### src/rtl/imem_arbiter.sv
// Round-robin arbiter that shares one fixed-latency instruction memory between
// NUM_CORES fetch ports; one transaction is in flight at a time.
module imem_arbiter #(
  parameter int NUM_CORES = 4,
  parameter int ADDR_W    = 32,
  parameter int DATA_W    = 32,
  parameter int MEM_LAT   = 2
) (
  input  logic                        clk,
  input  logic                        rst,
  input  logic [NUM_CORES-1:0]        req,
  input  logic [NUM_CORES*ADDR_W-1:0] addr,
  output logic [NUM_CORES-1:0]        gnt,
  output logic [NUM_CORES-1:0]        rvalid,
  output logic [DATA_W-1:0]           rdata,
  output logic                        mem_en,
  output logic [ADDR_W-1:0]           mem_addr,
  input  logic [DATA_W-1:0]           mem_rdata,
  output logic                        busy
);

  localparam int IDX_W = (NUM_CORES > 1) ? $clog2(NUM_CORES) : 1;
  localparam int CNT_W = 3;

  typedef enum logic [1:0] {
    IDLE    = 2'd0,
    WAIT    = 2'd1,
    CAPTURE = 2'd2,
    RESP    = 2'd3
  } state_t;

  state_t               state, state_nx;
  logic [CNT_W-1:0]     cnt, cnt_nx;
  logic [IDX_W-1:0]     owner, owner_nx;
  logic [IDX_W-1:0]     last_owner, last_nx;
  logic [NUM_CORES-1:0] gnt_nx, rvalid_nx;
  logic [DATA_W-1:0]    rdata_nx;
  logic                 mem_en_nx;
  logic [ADDR_W-1:0]    mem_addr_nx;

  logic [ADDR_W-1:0]    core_addr [NUM_CORES];
  logic [IDX_W-1:0]     winner;
  logic                 launch;

  for (genvar i = 0; i < NUM_CORES; i++) begin : g_addr
    assign core_addr[i] = addr[i*ADDR_W +: ADDR_W];
  end

  // Smallest offset from last_owner+1 wins, so the previous owner ranks last.
  function automatic logic [IDX_W-1:0] rr_pick(input logic [NUM_CORES-1:0] r,
                                               input logic [IDX_W-1:0]     last);
    logic [IDX_W-1:0] pick;
    logic [IDX_W-1:0] cand;
    pick = last;
    for (int k = NUM_CORES; k >= 1; k--) begin
      cand = IDX_W'((int'(last) + k) % NUM_CORES);
      if (r[cand]) pick = cand;
    end
    return pick;
  endfunction

  assign winner = rr_pick(req, last_owner);
  assign launch = ((state == IDLE) || (state == RESP)) && (|req);
  assign busy   = (state == WAIT) || (state == CAPTURE);

  always_comb begin
    // NOTE: every value gets a default first so no latch can be inferred.
    state_nx    = state;
    cnt_nx      = cnt;
    owner_nx    = owner;
    last_nx     = last_owner;
    gnt_nx      = '0;
    rvalid_nx   = '0;
    rdata_nx    = rdata;
    mem_en_nx   = 1'b0;
    mem_addr_nx = mem_addr;

    unique case (state)
      IDLE: begin
        if (!launch) state_nx = IDLE;
      end
      WAIT: begin
        if (cnt == '0) state_nx = CAPTURE;
        else           cnt_nx   = cnt - 1'b1;
      end
      CAPTURE: begin
        rdata_nx = mem_rdata;
        state_nx = RESP;
      end
      RESP: begin
        rvalid_nx = NUM_CORES'(1) << owner;
        if (!launch) state_nx = IDLE;
      end
      default: state_nx = IDLE;
    endcase

    // A new transaction can start from IDLE or overlap the RESP cycle.
    if (launch) begin
      gnt_nx      = NUM_CORES'(1) << winner;
      mem_en_nx   = 1'b1;
      mem_addr_nx = core_addr[winner];
      owner_nx    = winner;
      last_nx     = winner;
      cnt_nx      = CNT_W'(MEM_LAT - 1);
      state_nx    = WAIT;
    end
  end

  always_ff @(posedge clk or posedge rst) begin
    if (rst) begin
      state      <= IDLE;
      cnt        <= '0;
      owner      <= '0;
      last_owner <= IDX_W'(NUM_CORES - 1);
      gnt        <= '0;
      rvalid     <= '0;
      rdata      <= '0;
      mem_en     <= 1'b0;
      mem_addr   <= '0;
    end else begin
      // NOTE: non-blocking assignments so every flop samples pre-edge values.
      state      <= state_nx;
      cnt        <= cnt_nx;
      owner      <= owner_nx;
      last_owner <= last_nx;
      gnt        <= gnt_nx;
      rvalid     <= rvalid_nx;
      rdata      <= rdata_nx;
      mem_en     <= mem_en_nx;
      mem_addr   <= mem_addr_nx;
    end
  end

endmodule

### config.mk
export PLATFORM = sky130hd
export DESIGN_NAME = imem_arbiter
export DESIGN_NICKNAME = d
export VERILOG_FILES = /design/src/rtl/imem_arbiter.sv
export SDC_FILE = /design/constraint.sdc
export NUM_CORES = 1
export LEC_CHECK = 0
export BUFFER_PORTS_ARGS = -buffer_cell sky130_fd_sc_hd__buf_2
export CAP_MARGIN = 20
export CORE_MARGIN = 8
export CORE_UTILIZATION = 40
export CTS_BUF_LIST = sky130_fd_sc_hd__clkbuf_16
export DETAILED_ROUTE_END_ITERATION = 10
export HOLD_SLACK_MARGIN = 0.03
export PLACE_DENSITY = 0.76
export SLEW_MARGIN = 20
export SYNTH_ARGS = -nofsm -noshare
export SYNTH_HDL_FRONTEND = slang
export SYNTH_SLANG_ARGS = --single-unit
### constraint.sdc
create_clock -name clk -period 2.4 [get_ports clk]
set_input_delay 0.24 -clock clk [delete_from_list [all_inputs] [get_ports clk]]
set_output_delay 0.24 -clock clk [all_outputs]
set_load 0.005 [all_outputs]
==> results.toml <==
[timing]
setup_violations = 0
finalMaxSlewViolations = 0
tns_ns = 0
hold_viol_final = 0
max_freq_mhz = 448
rsz0062_at_grt = "no"
worst_slew_pin_slew_ns = 0.895
fin_crit_ns = 2.23
finClkSkew_ns = 0.00778
relSlewSlack_pct = 40.2
period_share_pct = 93.0

[job]
drv_cap = 0

[setup_path]
critPathKind = "register to register"
critPathLaunchType = "register"
cp_max_fo = 19
rr_startpoint = "last_owner[0]$_DFFE_PP1P_"
crit_start = "last_owner[0]$_DFFE_PP1P_"
arrival_ns = 2.43
end_kind = "register"
cp.required_ns = 2.60

[yosys]
ys_seq_area_share_pct = 48.1
synth-seq-cells = 82
synth_edf_count = 0
yosys.area.top_type = "dfrtp_1"
post-synth-top-area-fraction_pct = 46.8
synth_nets = 570
netlist_area_um2 = 4280
async_flop_share_pct = 100
synth.distinct_cells = 35
synth_area_leaders = "dfrtp_1 47%, a211oi_1 8.8%, mux2_2 8.4%"
synth_common_cells = "80 x dfrtp_1, 50 x a211oi_1, 40 x inv_1"
synth-compound-area-share_pct = 19.5
synth-xor-area-share_pct = 0.205
synth_simple_gate_area_share_pct = 6.94
synth_cells = 398
ys_warn_count = 0
synth-adder-area-share_pct = 1.76
synth_ff_type = "dfrtp_1"
synth.avg_cell_area_um2 = 10.7
synth_top_family_by_area = "compound AO/OA/AOI/OAI gates"
yosys.cell_count.top_type = "dfrtp_1"
synth.area.mux_share_pct = 15.9

[run_status]
status = "complete, no violations"

[clocking]
cts.path.max_buffers = 2
cts-root-buf = "clkbuf_16"
cts_tree = "done"
clkLatencyLatePin_ns = 0.32
post_cts_buffers = 0
cts_sinks = 82
cts_htree_levels = 3
cts_resized = 0
postCtsHoldBufs = 1
clkTransAtPathRegs_ns = 0.06
numCtsBuffers = 9

[global_routing]
antenna_found_initial = 0
grt.overflow.total = 0
grt_use_total_pct = 18.5
grt_start_max_net_pins = 45
grt_pass1_wl_um = 21500
first_global_vias = 4294

[final_layout]
nFillCells = 914
diodes = 0
drive_gt1_share_pct = 50.7
final_nets = 802
area_delta_synth_final_pct = 39.5
fin_cells = 771

[hold_path]
min_from = "mem_rdata[14]"
holdCritPathClass = "input port to register"

[die]
die_w_um = 119
initial_core_util_pct = 41.2
core_um2 = 10400
dieArea_um2 = 14300
die_y_um = 119
ios = 240
rows = 37

[drt]
drtIter0Drc = 130
viasPerCell = 5.08
routed-via-count = 3914
routed_wl_um = 13400
dr.pass1.iters = 4
routedWlPerCell_um = 17.4
final_antenna_net_count = 0
route.detailed.drc = 0

[power]
power_density_nw_per_um2 = 1370
ir_drop_mv = 0.516
power.leakage_nw = 3.03

[placement]
numPlacedInstances = 754
place.gp.congestion = 0.797
port_buffers = 239
place_hpwl_um = 10700
[state kept, by name (all words and copies together) (netlist names)]
name and flops:
mem_en 1, last_owner 2, owner 2, rdata 32, gnt 4, state 2
rvalid 4, mem_addr 32, cnt 3
[worst max-delay path, cell delays in order, from the launching register on]
cell and delay (ns):
dfstp_2 0.56, o21a_1 0.12, o21ai_1 0.08, and2_1 0.20, nor2_2 0.69, buf_4 0.34, a211oi_1 0.11
[per-layer routing]
layer	up-vias	routed length (µm)	global-route usage [%]
met5	-	0	0
li1	1900	-	-
met3	18	1400	7.37
met4	0	223	6.25
met1	1791	5530	20.8
met2	205	6240	31.3
[placed cells by master, fill, tap and decap left out, drive strengths merged, types with 4 or more instances in the layout]
cell and instances:
a31oi 33, nor2 39, clkbuf 9, ha 6
buf 252, dfrtp 80, mux2 32, nand2b 4
inv 42, nand2 8, a211oi 66, mux2i 32
[power breakdown]
| group | leakage (nW) | switching [mW] | internal [mW] | total (mW) |
|---|---|---|---|---|
| registers | 0.956 | 0.357 | 2.12 | 2.48 |
| logic | 1.90 | 2.24 | 1.92 | 4.17 |
| clock network | 0.166 | 0.530 | 1.02 | 1.55 |
[cells by family after synthesis]
logic type      count (synthesis)
compound gates                107
flops                          82
buf+inv                        73
simple gates                   65
mux                            64
fa+ha+maj                       6
xor+xnor                        1
[metrics by stage]
step / util [%] / setup slack, ns / power [mW] / hold WS [ns] / instance area, µm²
5_1_grt: 57.5 / 0.0378 / 8.85 / 0.137 / 5960
3_5_place_dp: 54.1 / 0.173 / 6.76 / 0.364 / 5610
4_1_cts: 57.5 / 0.168 / 8.33 / 0.133 / 5960
6_report: 57.5 / 0.167 / 8.19 / 0.149 / 5960
3_3_place_gp: 54.1 / 0.232 / 6.60 / 0.355 / 5610
2_1_floorplan: - / 0.0549 / 5.21 / 0.392 / 4280
[final timing paths]
| kind | endpoint | slack (ns) | depth (start not counted) |
|---|---|---|---|
| worst max register to register | mem_addr[25]$_DFFE_PP0P_ | 0.17 | 6 |
| worst max-delay path | mem_addr[25]$_DFFE_PP0P_ | 0.17 | 6 |
| worst min register to register | last_owner[1]$_DFFE_PP1P_ | 0.50 | 2 |
| min in group asynchronous | rdata[31]$_DFFE_PP0N_ | 0.55 | 3 |
| worst min-delay path | rdata[14]$_DFFE_PP0N_ | 0.15 | 2 |
| max in group asynchronous | last_owner[0]$_DFFE_PP1P_ | 1.15 | 4 |
[layout make-up]
class / instances / area, µm² / area share [%]
repair buffers: 253 / 1340 / 22.5
flip-flops and latches: 82 / 2050 / 34.4
clock inverters: 7 / 115 / 1.93
clock buffers: 9 / 225 / 3.78
well taps: 136 / 170 / 2.85
multi-input cells: 243 / 1900 / 31.9
inverters: 41 / 155 / 2.60
Power figures use the tool's default switching activity.
